## src/rtl/rv32m_pkg.sv

```systemverilog
// rtl/rv32m_pkg.sv - shared constants for the RV32M multiply/divide unit
package rv32m_pkg;

    localparam logic [2:0] F3_MUL    = 3'b000;
    localparam logic [2:0] F3_MULH   = 3'b001;
    localparam logic [2:0] F3_MULHSU = 3'b010;
    localparam logic [2:0] F3_MULHU  = 3'b011;
    localparam logic [2:0] F3_DIV    = 3'b100;
    localparam logic [2:0] F3_DIVU   = 3'b101;
    localparam logic [2:0] F3_REM    = 3'b110;
    localparam logic [2:0] F3_REMU   = 3'b111;

    localparam logic [1:0] ST_IDLE = 2'd0;
    localparam logic [1:0] ST_CALC = 2'd1;
    localparam logic [1:0] ST_FIX  = 2'd2;
    localparam logic [1:0] ST_DONE = 2'd3;

    localparam logic [31:0] DIV0_Q  = 32'hFFFF_FFFF;
    localparam logic [31:0] INT_MIN = 32'h8000_0000;

endpackage

```

## src/rtl/cond_neg.sv

```systemverilog
// rtl/cond_neg.sv - conditional two's-complement negation
module cond_neg #(
    parameter int W = 32
) (
    input  logic [W-1:0] x,
    input  logic         neg,
    output logic [W-1:0] y
);

    assign y = neg ? (~x + {{(W-1){1'b0}}, 1'b1}) : x;

endmodule

```

## src/rtl/rv32m_muldiv.sv

```systemverilog
// rtl/rv32m_muldiv.sv - fixed-latency iterative RV32M multiply/divide unit
// Magnitudes are computed at accept, the sign fix-up and special cases in FIX.
module rv32m_muldiv
    import rv32m_pkg::*;
#(
    parameter int XLEN = 32
) (
    input  logic            clk,
    input  logic            rst,
    input  logic            start,
    input  logic [2:0]      funct3,
    input  logic [XLEN-1:0] a,
    input  logic [XLEN-1:0] b,
    input  logic            flush,
    output logic            busy,
    output logic            done,
    output logic [XLEN-1:0] result
);

    logic [1:0]  state_q, state_d;
    logic [5:0]  cnt_q, cnt_d;
    logic [2:0]  op_q, op_d;
    logic        a_neg_q, a_neg_d, b_neg_q, b_neg_d;
    logic        div0_q, div0_d, ovf_q, ovf_d;
    logic [31:0] a_raw_q, a_raw_d;
    logic [31:0] opnd_q, opnd_d;
    logic [63:0] acc_q, acc_d;
    logic [31:0] result_q, result_d;
    logic        busy_q, busy_d, done_q, done_d;

    logic        a_signed, b_signed, a_sgn, b_sgn, is_div_in;
    logic [31:0] mag_a, mag_b;
    logic [32:0] mul_sum;
    logic [63:0] mul_next;
    logic [32:0] div_top, div_diff;
    logic [63:0] div_next;
    logic [63:0] fix_in, fix_out;
    logic        fix_neg;
    logic [31:0] fix_res;
    logic        op_is_rem;

    assign a_signed  = (funct3 == F3_MULH) || (funct3 == F3_MULHSU) ||
                       (funct3 == F3_DIV)  || (funct3 == F3_REM);
    assign b_signed  = (funct3 == F3_MULH) || (funct3 == F3_DIV) || (funct3 == F3_REM);
    assign a_sgn     = a_signed & a[31];
    assign b_sgn     = b_signed & b[31];
    assign is_div_in = funct3[2];

    cond_neg #(.W(32)) u_neg_a (.x(a), .neg(a_sgn), .y(mag_a));
    cond_neg #(.W(32)) u_neg_b (.x(b), .neg(b_sgn), .y(mag_b));

    // Multiply: acc = {partial, multiplier}; add in the top half, shift right.
    assign mul_sum  = {1'b0, acc_q[63:32]} + (acc_q[0] ? {1'b0, opnd_q} : 33'd0);
    assign mul_next = {mul_sum, acc_q[31:1]};

    // Divide: acc = {remainder, quotient}; shift left, trial subtract, restore on borrow.
    assign div_top  = acc_q[63:31];
    assign div_diff = div_top - {1'b0, opnd_q};
    assign div_next = div_diff[32] ? {div_top[31:0], acc_q[30:0], 1'b0}
                                   : {div_diff[31:0], acc_q[30:0], 1'b1};

    assign op_is_rem = op_q[2] & op_q[1];

    always_comb begin
        fix_in  = acc_q;
        fix_neg = a_neg_q ^ b_neg_q;
        if (op_q[2]) begin
            if (op_is_rem) begin
                fix_in  = {32'd0, acc_q[63:32]};
                fix_neg = a_neg_q;
            end else begin
                fix_in  = {32'd0, acc_q[31:0]};
            end
        end
    end

    cond_neg #(.W(64)) u_neg_fix (.x(fix_in), .neg(fix_neg), .y(fix_out));

    always_comb begin
        fix_res = fix_out[31:0];
        if (op_q == F3_MULH || op_q == F3_MULHSU || op_q == F3_MULHU) begin
            fix_res = fix_out[63:32];
        end
        if (op_q[2] && div0_q) begin
            fix_res = op_is_rem ? a_raw_q : DIV0_Q;
        end else if (op_q[2] && ovf_q) begin
            fix_res = op_is_rem ? 32'd0 : INT_MIN;
        end
    end

    always_comb begin
        state_d  = state_q;
        cnt_d    = cnt_q;
        op_d     = op_q;
        a_neg_d  = a_neg_q;
        b_neg_d  = b_neg_q;
        div0_d   = div0_q;
        ovf_d    = ovf_q;
        a_raw_d  = a_raw_q;
        opnd_d   = opnd_q;
        acc_d    = acc_q;
        result_d = result_q;
        case (state_q)
            ST_IDLE: begin
                if (start) begin
                    state_d = ST_CALC;
                    cnt_d   = 6'd0;
                    op_d    = funct3;
                    a_neg_d = a_sgn;
                    b_neg_d = b_sgn;
                    div0_d  = is_div_in && (b == 32'd0);
                    ovf_d   = is_div_in && !funct3[0] && (a == INT_MIN) && (b == 32'hFFFF_FFFF);
                    a_raw_d = a;
                    opnd_d  = is_div_in ? mag_b : mag_a;
                    acc_d   = {32'd0, is_div_in ? mag_a : mag_b};
                end
            end
            ST_CALC: begin
                acc_d = op_q[2] ? div_next : mul_next;
                cnt_d = cnt_q + 6'd1;
                if (cnt_q == 6'd31) begin
                    state_d = ST_FIX;
                end
            end
            ST_FIX: begin
                state_d  = ST_DONE;
                result_d = fix_res;
            end
            default: begin
                state_d = ST_IDLE;
            end
        endcase
        if (flush) begin
            state_d  = ST_IDLE;
            result_d = result_q;
        end
    end

    assign busy_d = (state_d == ST_CALC) || (state_d == ST_FIX);
    assign done_d = (state_d == ST_DONE);

    always_ff @(posedge clk or posedge rst) begin
        if (rst) begin
            state_q  <= ST_IDLE;
            cnt_q    <= 6'd0;
            op_q     <= 3'd0;
            a_neg_q  <= 1'b0;
            b_neg_q  <= 1'b0;
            div0_q   <= 1'b0;
            ovf_q    <= 1'b0;
            a_raw_q  <= 32'd0;
            opnd_q   <= 32'd0;
            acc_q    <= 64'd0;
            result_q <= 32'd0;
            busy_q   <= 1'b0;
            done_q   <= 1'b0;
        end else begin
            state_q  <= state_d;
            cnt_q    <= cnt_d;
            op_q     <= op_d;
            a_neg_q  <= a_neg_d;
            b_neg_q  <= b_neg_d;
            div0_q   <= div0_d;
            ovf_q    <= ovf_d;
            a_raw_q  <= a_raw_d;
            opnd_q   <= opnd_d;
            acc_q    <= acc_d;
            result_q <= result_d;
            busy_q   <= busy_d;
            done_q   <= done_d;
        end
    end

    assign busy   = busy_q;
    assign done   = done_q;
    assign result = result_q;

endmodule

```

## config.mk

```make
export PLATFORM = sky130hd
export DESIGN_NAME = rv32m_muldiv
export DESIGN_NICKNAME = d
export VERILOG_FILES = /design/src/rtl/rv32m_pkg.sv /design/src/rtl/cond_neg.sv /design/src/rtl/rv32m_muldiv.sv
export SDC_FILE = /design/constraint.sdc
export NUM_CORES = 1
export LEC_CHECK = 0
export BUFFER_PORTS_ARGS = -buffer_cell sky130_fd_sc_hd__buf_2
export CAP_MARGIN = 20
export CORE_ASPECT_RATIO = 2
export CORE_MARGIN = 2
export CORE_UTILIZATION = 25
export DETAILED_ROUTE_END_ITERATION = 10
export MAX_ROUTING_LAYER = met4
export REMOVE_ABC_BUFFERS = 1
export SETUP_SLACK_MARGIN = 0.5
export SYNTH_ARGS = -nofsm -noshare
export SYNTH_HDL_FRONTEND = slang
export SYNTH_HIERARCHICAL = 1
export SYNTH_SLANG_ARGS = --single-unit
```

## constraint.sdc

```tcl
create_clock -name clk -period 5.25 [get_ports clk]
set_input_delay 0.525 -clock clk [delete_from_list [all_inputs] [get_ports clk]]
set_output_delay 0.525 -clock clk [all_outputs]
set_load 0.01 [all_outputs]
```

# Yosys cells after proc, flatten, opt, wreduce, memory -nomap -nowiden
# Cells that the tools add are included.
# totals
input_bits	71
wordCells	89
regBits	177
output_inout_bits	34
# op_classes
eq_ne	16
reduce_logical	21
n_mux	25
addsub	6
n_bitwise	8
# ops
operator	n
$mux W32	11
$mux W64	5
$pmux W64 S2	1
$add A32 B1 Y32 const B	2
$add A64 B1 Y64 const B	1
$eq A32 B32 Y1 const B	2
$not A32 Y32	2
$not A64 Y64	1
$add A32 B32 Y33	1
$sub A33 B32 Y33	1
$logic_not A32 Y1	1
$pmux W6 S2	1
$eq A3 B2 Y1 const B	3
$logic_or A1 B1 Y1	8
$add A6 B1 Y6 const B	1
$eq A2 B2 Y1 const B	3
$eq A3 B1 Y1 const B	2
$eq A3 B3 Y1 const B	2
$eq A6 B5 Y1 const B	1
$logic_and A1 B1 Y1	6
$mux W2	3
$mux W6	1
$pmux W2 S3	1
$reduce_and A2 Y1	3
9 further kinds	13

# Depth between registers and ports, before layout
# Gate-level depths: netlist of run 1.
# depth
ltp_word	9
ltp_mapped	16
depth_no_buf	15

# Cells and area by module
# The synthesis of run 1 kept the hierarchy.
# by_module_without_submodules
module	area_each_um2	seq_area_each_um2	instances	cells_per_inst
rv32m_muldiv	13374.1	4429.2	1	1643
cond_neg at u_neg_fix	1649.1	0.0	1	206
cond_neg at u_neg_a ...	777.0	0.0	2	99

# Worst setup path before layout of run 1
# Ideal clock, no wire load.
# synth_timing
path_type	register -> register
from	reg op_q[2]
to	reg result_q[28], in the netlist result[28]
required_time_ns	5.173
arrival_time_ns	3.867
path_slack_ns	1.306
setup_time_ns	0.077
path_stages_with_launch	15
period_less_slack_ns	3.944
path_buffers	4
path_cell_list	dfrtp_1 -> clkbuf_1 -> buf_1 -> buf_1 -> clkbuf_1 -> nor2_1 -> or4_4 -> or3_4 -> or3_4 -> o41ai_4 -> xnor2_1 -> nand2_1 -> a21oi_1 -> a21oi_1 -> a21oi_1
# synth_between
word_cells_on_any_way	19
cone_classes	add/sub (1); eq/ne (3); mux (9); bitwise (2); reduce/logical (4)
# synth_lines
element	line_no	rtl
start, declared	rv32m_muldiv.sv:22	logic [2:0] op_q, op_d;
start signal, assigned	rv32m_muldiv.sv:160	op_q <= op_d;
$mux W64	rv32m_muldiv.sv:67	if (op_q[2]) begin
net fix_in[32]	rv32m_muldiv.sv:37	logic [63:0] fix_in, fix_out;
$not A64 Y64	cond_neg.sv:10	assign y = neg ? (~x + {{(W-1){1'b0}}, 1'b1}) : x;
$add A64 B1 Y64	cond_neg.sv:10	
$mux W64	cond_neg.sv:10	
net fix_out[60]	rv32m_muldiv.sv:37	
$mux W32	rv32m_muldiv.sv:81	if (op_q == F3_MULH || op_q == F3_MULHSU || op_q == F3_MULHU) begin
$mux W32	rv32m_muldiv.sv:86	end else if (op_q[2] && ovf_q) begin
$mux W32	rv32m_muldiv.sv:84	if (op_q[2] && div0_q) begin
end signal, assigned	rv32m_muldiv.sv:168	result_q <= result_d;
end, declared	rv32m_muldiv.sv:28	logic [31:0] result_q, result_d;
# The timed path passes the listed nets, and every way through them passes these cells.
# A chain may end at the register's enable or synchronous reset.

# Worst setup path in the final report of run 1
# layout_timing
from	reg op_q[2]
to	reg result_q[25], in the netlist result[25]
# layout_between
elab_chain_cells	9
word_cells_on_any_way	19
cone_classes	add/sub (1); eq/ne (3); mux (9); bitwise (2); reduce/logical (4)
# layout_rtl
element	line_no	rtl
$and A1 B1 Y1	rv32m_muldiv.sv:62	assign op_is_rem = op_q[2] & op_q[1];
$mux W32	rv32m_muldiv.sv:68	if (op_is_rem) begin
$mux W64 (*)	rv32m_muldiv.sv:67	
net fix_in[30]	rv32m_muldiv.sv:37	
$not A64 Y64 (*)	cond_neg.sv:10	
$add A64 B1 Y64 (*)	cond_neg.sv:10	
$mux W64 (*)	cond_neg.sv:10	
net fix_out[57]	rv32m_muldiv.sv:37	
$mux W32 (*)	rv32m_muldiv.sv:81	
$mux W32 (*)	rv32m_muldiv.sv:86	
$mux W32 (*)	rv32m_muldiv.sv:84	
# Mark *: on every way through the listed nets, which the timed path passes. The rest lies on a longest branch.

==> flow_metrics.py, run 1 <==
metrics = {
    "cts": {
        "path_clk_slew_ps": 70,
        "cts_buffers": 25,
        "cts_hold_buf": 0,
        "cts.sinks": 177,
        "cts_buffer_depth": 3,
        "ctsResizeCount": 0,
        "cts.htree.levels": 4,
        "cts_setup_buffers": 0,
        "clock_latency_ps": 520,
        "cts_tree": "done",
        "cts-root-buf": "clkbuf_16",
    },
    "die": {
        "die_height_um": 368,
        "core_area_mm2": 0.0657,
        "fp.dieW_um": 186,
        "pin_count": 105,
        "fp.dieArea_mm2": 0.0685,
        "row_count": 133,
        "initial_core_util": 0.252,
    },
    "yosys": {
        "synth_area_mm2": 0.0166,
        "synth-seq-cells": 177,
        "syn_area_per_cell_um2": 8.10,
        "synth_top_area_share": 0.267,
        "synthFlopType": "dfrtp_1",
        "synthCells": 2047,
        "synthTopCellsByArea": "dfrtp_1 27%, xnor2_1 8.0%, nand2_1 7.6%",
        "synth_area_leader_cell": "dfrtp_1",
        "ys_seq_area_frac": 0.267,
        "ys_types": 93,
        "synth_edf_count": 0,
        "async_flop_share": 1.00,
        "yosys_warnings": 6,
    },
    "global_route": {
        "grt_use_total": 0.184,
        "grt_pass1_wl_mm": 92.1,
        "grt-ovfl-total": 0,
        "grt_max_degree": 110,
        "antenna_found_initial": 12,
        "grt_pass1_vias": 15600,
    },
    "timing": {
        "fmax_mhz": 239,
        "worstMarginPinSlew_ps": 1170,
        "rsz0062_at_grt": "false",
        "setup_viol": 0,
        "skew_ps": 25.3,
        "period_share": 0.795,
        "fin_crit_ps": 4180,
        "slew-limit-headroom": 0.215,
        "hold_viol": 0,
        "hold_ws_ps": 106,
        "slew_violations": 0,
    },
    "power_and_ir_drop": {
        "vdd_drop_max_v": 0.000210,
        "pwr_density_cell_mw_per_mm2": 427,
        "total_leakage_power_uw": 0.00783,
    },
    "final_layout": {
        "seqCellArea_mm2": 0.00443,
        "layout-drive-gt1-share": 0.149,
        "final_util": 0.286,
        "areaGrowthSynthToFinish_pct": 13.3,
        "nFillCells": 7165,
        "stdcell_count": 2977,
        "nNetsFinal": 2232,
        "multi_input_area_mm2": 0.0115,
    },
    "route": {
        "antenna_left": 0,
        "vias": 15500,
        "first_pass_iters": 5,
        "wire_per_inst_um": 20.5,
        "drc": 0,
        "via_per_inst": 5.22,
        "dr.first_iter.drc_count": 906,
        "wirelength_mm": 60.9,
    },
    "placed_design": {
        "port_buffers": 104,
        "gp_congestion": 1.02,
        "dp_cells": 2940,
        "hpwl_mm": 47.7,
    },
    "worst_setup_path": {
        "worstSetupEndpointType": "register",
        "worstPathArrival_ps": 4610,
        "path_class": "reg -> reg",
        "crit_path_max_fanout": 35,
        "crit_path_start_kind": "register",
        "required_ps": 5690,
    },
    "min_path": {
        "hold_path.class": "in -> async",
    },
    "job": {
        "drv_cap": 0,
    },
    "run_status": {
        "outcome": "finished, final reports clean",
    },
}
[cells in the final DEF, fill, tap and decap left out, types with 19 or more instances in the layout]
cell type and n:
mux2_2 62, o21ai_0 151, a21o_1 25, nand2_1 335, and2_1 38, mux2i_1 88
dfrtp_1 176, nand2b_1 50, nor2_1 109, nand3_1 19, nor3_1 20, xnor2_1 150
o31ai_1 40, nand4_1 19, buf_2 103, xor2_1 25, nor2b_1 41, a21oi_1 185
o41ai_1 19, nor4_1 23, inv_1 59, clkbuf_16 25, ha_1 69
[cell usage after synthesis (9+ instances only)]
cell type / number
nor2_1: 112
a21oi_1: 185
a21o_1: 25
a22oi_1: 18
buf_1: 19
and2_1: 38
ha_1: 69
or4_1: 9
nand2b_1: 51
dfrtp_1: 177
xnor2_1: 151
nand3_1: 19
o21a_1: 13
inv_1: 60
nand4_1: 19
o41ai_1: 19
nor4_4: 9
xor2_1: 25
or2_2: 13
o21ai_1: 13
nor4_1: 23
clkbuf_1: 81
or3_1: 11
o41ai_2: 12
nor2b_1: 41
a31oi_1: 11
nor3_1: 20
mux2_2: 62
o31ai_1: 40
o21ai_0: 151
mux2i_1: 88
nand2_1: 336
[stage by stage]
step	setup WS, ps	cell area (um2)	TNS [ps]	total power (uW)
6_report	1070	18800	0	8020
5_1_grt	937	18800	0	8560
4_1_cts	1160	18800	0	8010
3_5_place_dp	1190	18000	0	6330
3_3_place_gp	1220	18000	0	6310
2_1_floorplan	-1320	16100	-52920	5100
[sequential cells by signal (all words and copies together) (netlist names)]
| signal | flops |
|---|---|
| acc_q | 64 |
| result | 32 |
| div0_q | 1 |
| ovf_q | 1 |
| cnt_q | 6 |
| b_neg_q | 1 |
| op_q | 3 |
| state_q | 2 |
| a_neg_q | 1 |
| busy | 1 |
| done | 1 |
| a_raw_q | 32 |
| opnd_q | 32 |
[report_power, final]
group / leakage, uW / internal (uW) / switching [uW]
Combinational: 0.00524 / 1770 / 2610
Sequential: 0.00222 / 1620 / 365
Clock: 0.000374 / 1030 / 626
Total: 0.00783 / 4420 / 3600
[per-layer routing]
layer,wire [um],up-vias,global-route usage
li1,-,7357,-
met1,21900,7503,0.182
met2,32000,469,0.331
met3,2090,203,0.0183
met4,4870,0,0.131
met5,0,-,-
[kinds of logic (layout without fill, tap and decap cells)]
family	count (synthesis)	count (layout)	synth area share
other	0	4	0
adder cells (fa/ha/maj)	71	71	0.0545
buffers and inverters	169	218	0.0408
XOR/XNOR	177	177	0.0940
AO/OA/AOI/OAI	559	559	0.219
multiplexers	150	150	0.0953
AND/OR/NAND/NOR	744	744	0.229
flip-flops	177	177	0.267
[critical path, cell delays in order, from the launching register on]
cell	delay [ps]
dfrtp_4	490
nand2_1	170
buf_12	250
mux2_2	480
or4_2	700
nor3_1	410
nand3_2	380
o31ai_1	520
xnor2_1	170
nand2_1	70
a21oi_1	170
a21oi_1	60
a21oi_1	180
[layout make-up]
type / instances / share of cell area
diodes: 4 / 0.000533
inverters: 60 / 0.0124
repair buffers: 125 / 0.0386
clock inverters: 5 / 0.00533
flip-flops and latches: 177 / 0.236
multi-input cells: 1701 / 0.614
well taps: 877 / 0.0584
clock buffers: 28 / 0.0350
[worst paths after layout]
kind                       slack [ps]  depth (start not counted)                       to               startpoint
min reg2reg                       470                          2  a_raw_q[17]$_DFFE_PP0P_  a_raw_q[17]$_DFFE_PP0P_
max in group asynchronous        3920                          3     cnt_q[2]$_DFFE_PP0P_                      rst
max                              1070                         12   result[25]$_DFFE_PP0P_      op_q[2]$_DFFE_PP0P_
max reg2reg                      1070                         12   result[25]$_DFFE_PP0P_      op_q[2]$_DFFE_PP0P_
min                               110                          2   result[29]$_DFFE_PP0P_                      rst
min in group clk                  270                          3      op_q[0]$_DFFE_PP0P_                funct3[0]
Note: power is estimated with default switching activity, not from simulation.
==> inputs of run 2 (changes only) <==
Clock period 5.25 ns to 3.45 ns, I/O delays scaled along.
==> run 2 against run 1 <==
The run now ends with setup timing left. Power grew 94%. Register-to-register slack lost 1200 ps. Cell count grew 11%. Count of clock-buffer cells in the layout grew 1. Die area is the same. Clock skew shrank 2.6 ps. Largest power group unchanged. Highest routed layer unchanged.
==> flow_metrics.py, run 2 (same netlist as run 1, synthesis figures left out) <==
metrics = {
    "timing": {
        "worstMarginPinSlew_ps": 1050,
        "fmax_mhz": 283,
        "skew_ps": 22.7,
        "hold_viol": 0,
        "hold_ws_ps": 50.2,
        "slew-limit-headroom": 0.298,
        "fin_ws_ps": -87.2,
        "setup_viol": 16,
        "slew_violations": 0,
        "fin_crit_ps": 3540,
        "rsz0062_at_grt": "true",
        "period_share": 1.03,
    },
    "cts": {
        "cts_tree": "done",
        "cts_buffers": 25,
        "clock_latency_ps": 530,
        "cts.sinks": 177,
        "path_clk_slew_ps": 70,
        "cts.htree.levels": 4,
        "cts-root-buf": "clkbuf_16",
        "cts_buffer_depth": 3,
    },
    "global_route": {
        "grt_use_total": 0.206,
        "grt_pass1_vias": 17600,
        "antenna_found_initial": 11,
        "grt_pass1_wl_mm": 103,
        "grt-ovfl-total": 0,
        "grt_max_degree": 102,
    },
    "route": {
        "wire_per_inst_um": 20.9,
        "vias": 17400,
        "via_per_inst": 5.26,
        "drc": 0,
        "antenna_left": 0,
        "dr.first_iter.drc_count": 838,
        "wirelength_mm": 69.1,
        "first_pass_iters": 6,
    },
    "final_layout": {
        "finish.instance_area_mm2": 0.0233,
        "stdcell_count": 3301,
        "largest_reg_flops": 64,
        "nNetsFinal": 2554,
        "top_register": "acc_q",
        "layout_commonest_cell": "nand2_1",
        "final_util": 0.354,
        "layout-drive-gt1-share": 0.338,
        "areaGrowthSynthToFinish_pct": 40.3,
        "final_cell_mix": "325 x nand2_1, 271 x buf_4, 173 x dfrtp_1",
    },
    "worst_setup_path": {
        "required_ps": 3890,
        "reg2reg_depth": 15,
        "worstPathArrival_ps": 3970,
        "path_class": "reg -> reg",
        "worstSetupEndpointType": "register",
        "crit_path_start_kind": "register",
        "reg2reg_slack_ps": -90,
        "crit_path_max_fanout": 5,
    },
    "run_status": {
        "violations": "setup timing",
        "outcome": "finished, violations left",
    },
    "power_and_ir_drop": {
        "total_leakage_power_uw": 0.00988,
        "vdd_drop_max_v": 0.000325,
        "pwr_density_cell_mw_per_mm2": 670,
    },
    "die": {
        "core_area_mm2": 0.0657,
        "fp.dieW_um": 186,
        "pin_count": 105,
        "row_count": 133,
        "initial_core_util": 0.252,
        "fp.dieArea_mm2": 0.0685,
        "die_height_um": 368,
    },
    "job": {
        "drv_cap": 0,
    },
    "placed_design": {
        "port_buffers": 104,
        "placed_cell_area_mm2": 0.0200,
        "hpwl_mm": 52.1,
        "gp_congestion": 1.02,
        "dp_cells": 3190,
        "place_ws_ps": -225,
    },
    "min_path": {
        "hold_depth": 3,
        "hold_path.class": "in -> reg",
    },
}
-- run 2: cell count changes in the layout (fill, tap and decap cells not counted), sizes merged --
cell         change
clkinv           -2
buf            +319
clkbuf           +2
bufbuf           +1
bufinv           -1
clkinvlp         +2
dlygate4sd3      +1
diode            +2
-- run 2: final timing paths --
| kind | startpoint | to |
|---|---|---|
| max | op_q[2]$_DFFE_PP0P_ | result[12]$_DFFE_PP0P_ |
| min | funct3[1] | op_q[1]$_DFFE_PP0P_ |
| max reg2reg | op_q[2]$_DFFE_PP0P_ | result[12]$_DFFE_PP0P_ |
| min reg2reg | a_raw_q[13]$_DFFE_PP0P_ | a_raw_q[13]$_DFFE_PP0P_ |
| max in group asynchronous | rst | a_raw_q[1]$_DFFE_PP0P_ |
| min in group asynchronous | rst | result[25]$_DFFE_PP0P_ |
-- run 2: repair_timing --
| item | in CTS | in global routing |
|---|---|---|
| setup buffers | 43 | 21 |
| resized for setup | 272 | 101 |
| setup endpoints to repair | 65 | 65 |
| hold buffers | 1 | 0 |
| pin swaps | 129 | 101 |
| hold endpoints to repair | 79 | 0 |
| cloned | 6 | 1 |
-- run 2: final cells by class --
class | count | area [um2]
Clock inverter | 4 | 75.1
Tap cell | 877 | 1100
Fill cell | 6683 | 42500
Multi-Input combinational cell | 1701 | 13000
Antenna cell | 6 | 15.0
Timing Repair Buffer | 447 | 3710
Inverter | 60 | 238
Clock buffer | 29 | 641
Sequential cell | 177 | 4440
-- run 2: stage by stage --
step	TNS [ps]	power (uW)
2_1_floorplan	-444010	7760
3_3_place_gp	-3230	11000
3_5_place_dp	-4040	11000
4_1_cts	-425	14800
5_1_grt	-3130	16500
6_report	-575	15600
-- run 2: worst max-delay path, cell delays in order (launching register included) --
cell,delay [ps]
dfrtp_4,510
nand2_8,110
buf_12,140
buf_6,100
buf_8,100
mux2_4,330
or4_4,520
or3_4,380
buf_6,140
or3_4,340
o31ai_4,250
xnor2_1,140
nand2_1,80
a21oi_2,120
a21oi_1,50
a21oi_1,150
-- run 2: layer usage --
metal	part of all wire	track usage	vias to the layer above	routed length (um)
met5	0	-	-	0
met4	0.10	0.171	0	7040
met3	0.047	0.0242	327	3250
met2	0.52	0.367	688	35700
met1	0.33	0.196	8317	23100
li1	-	-	8033	-
-- run 2: where the power goes --
part	internal, uW	switching, uW
clock	1450	946
combinational	4870	5380
sequential	2470	454
total	8790	6780
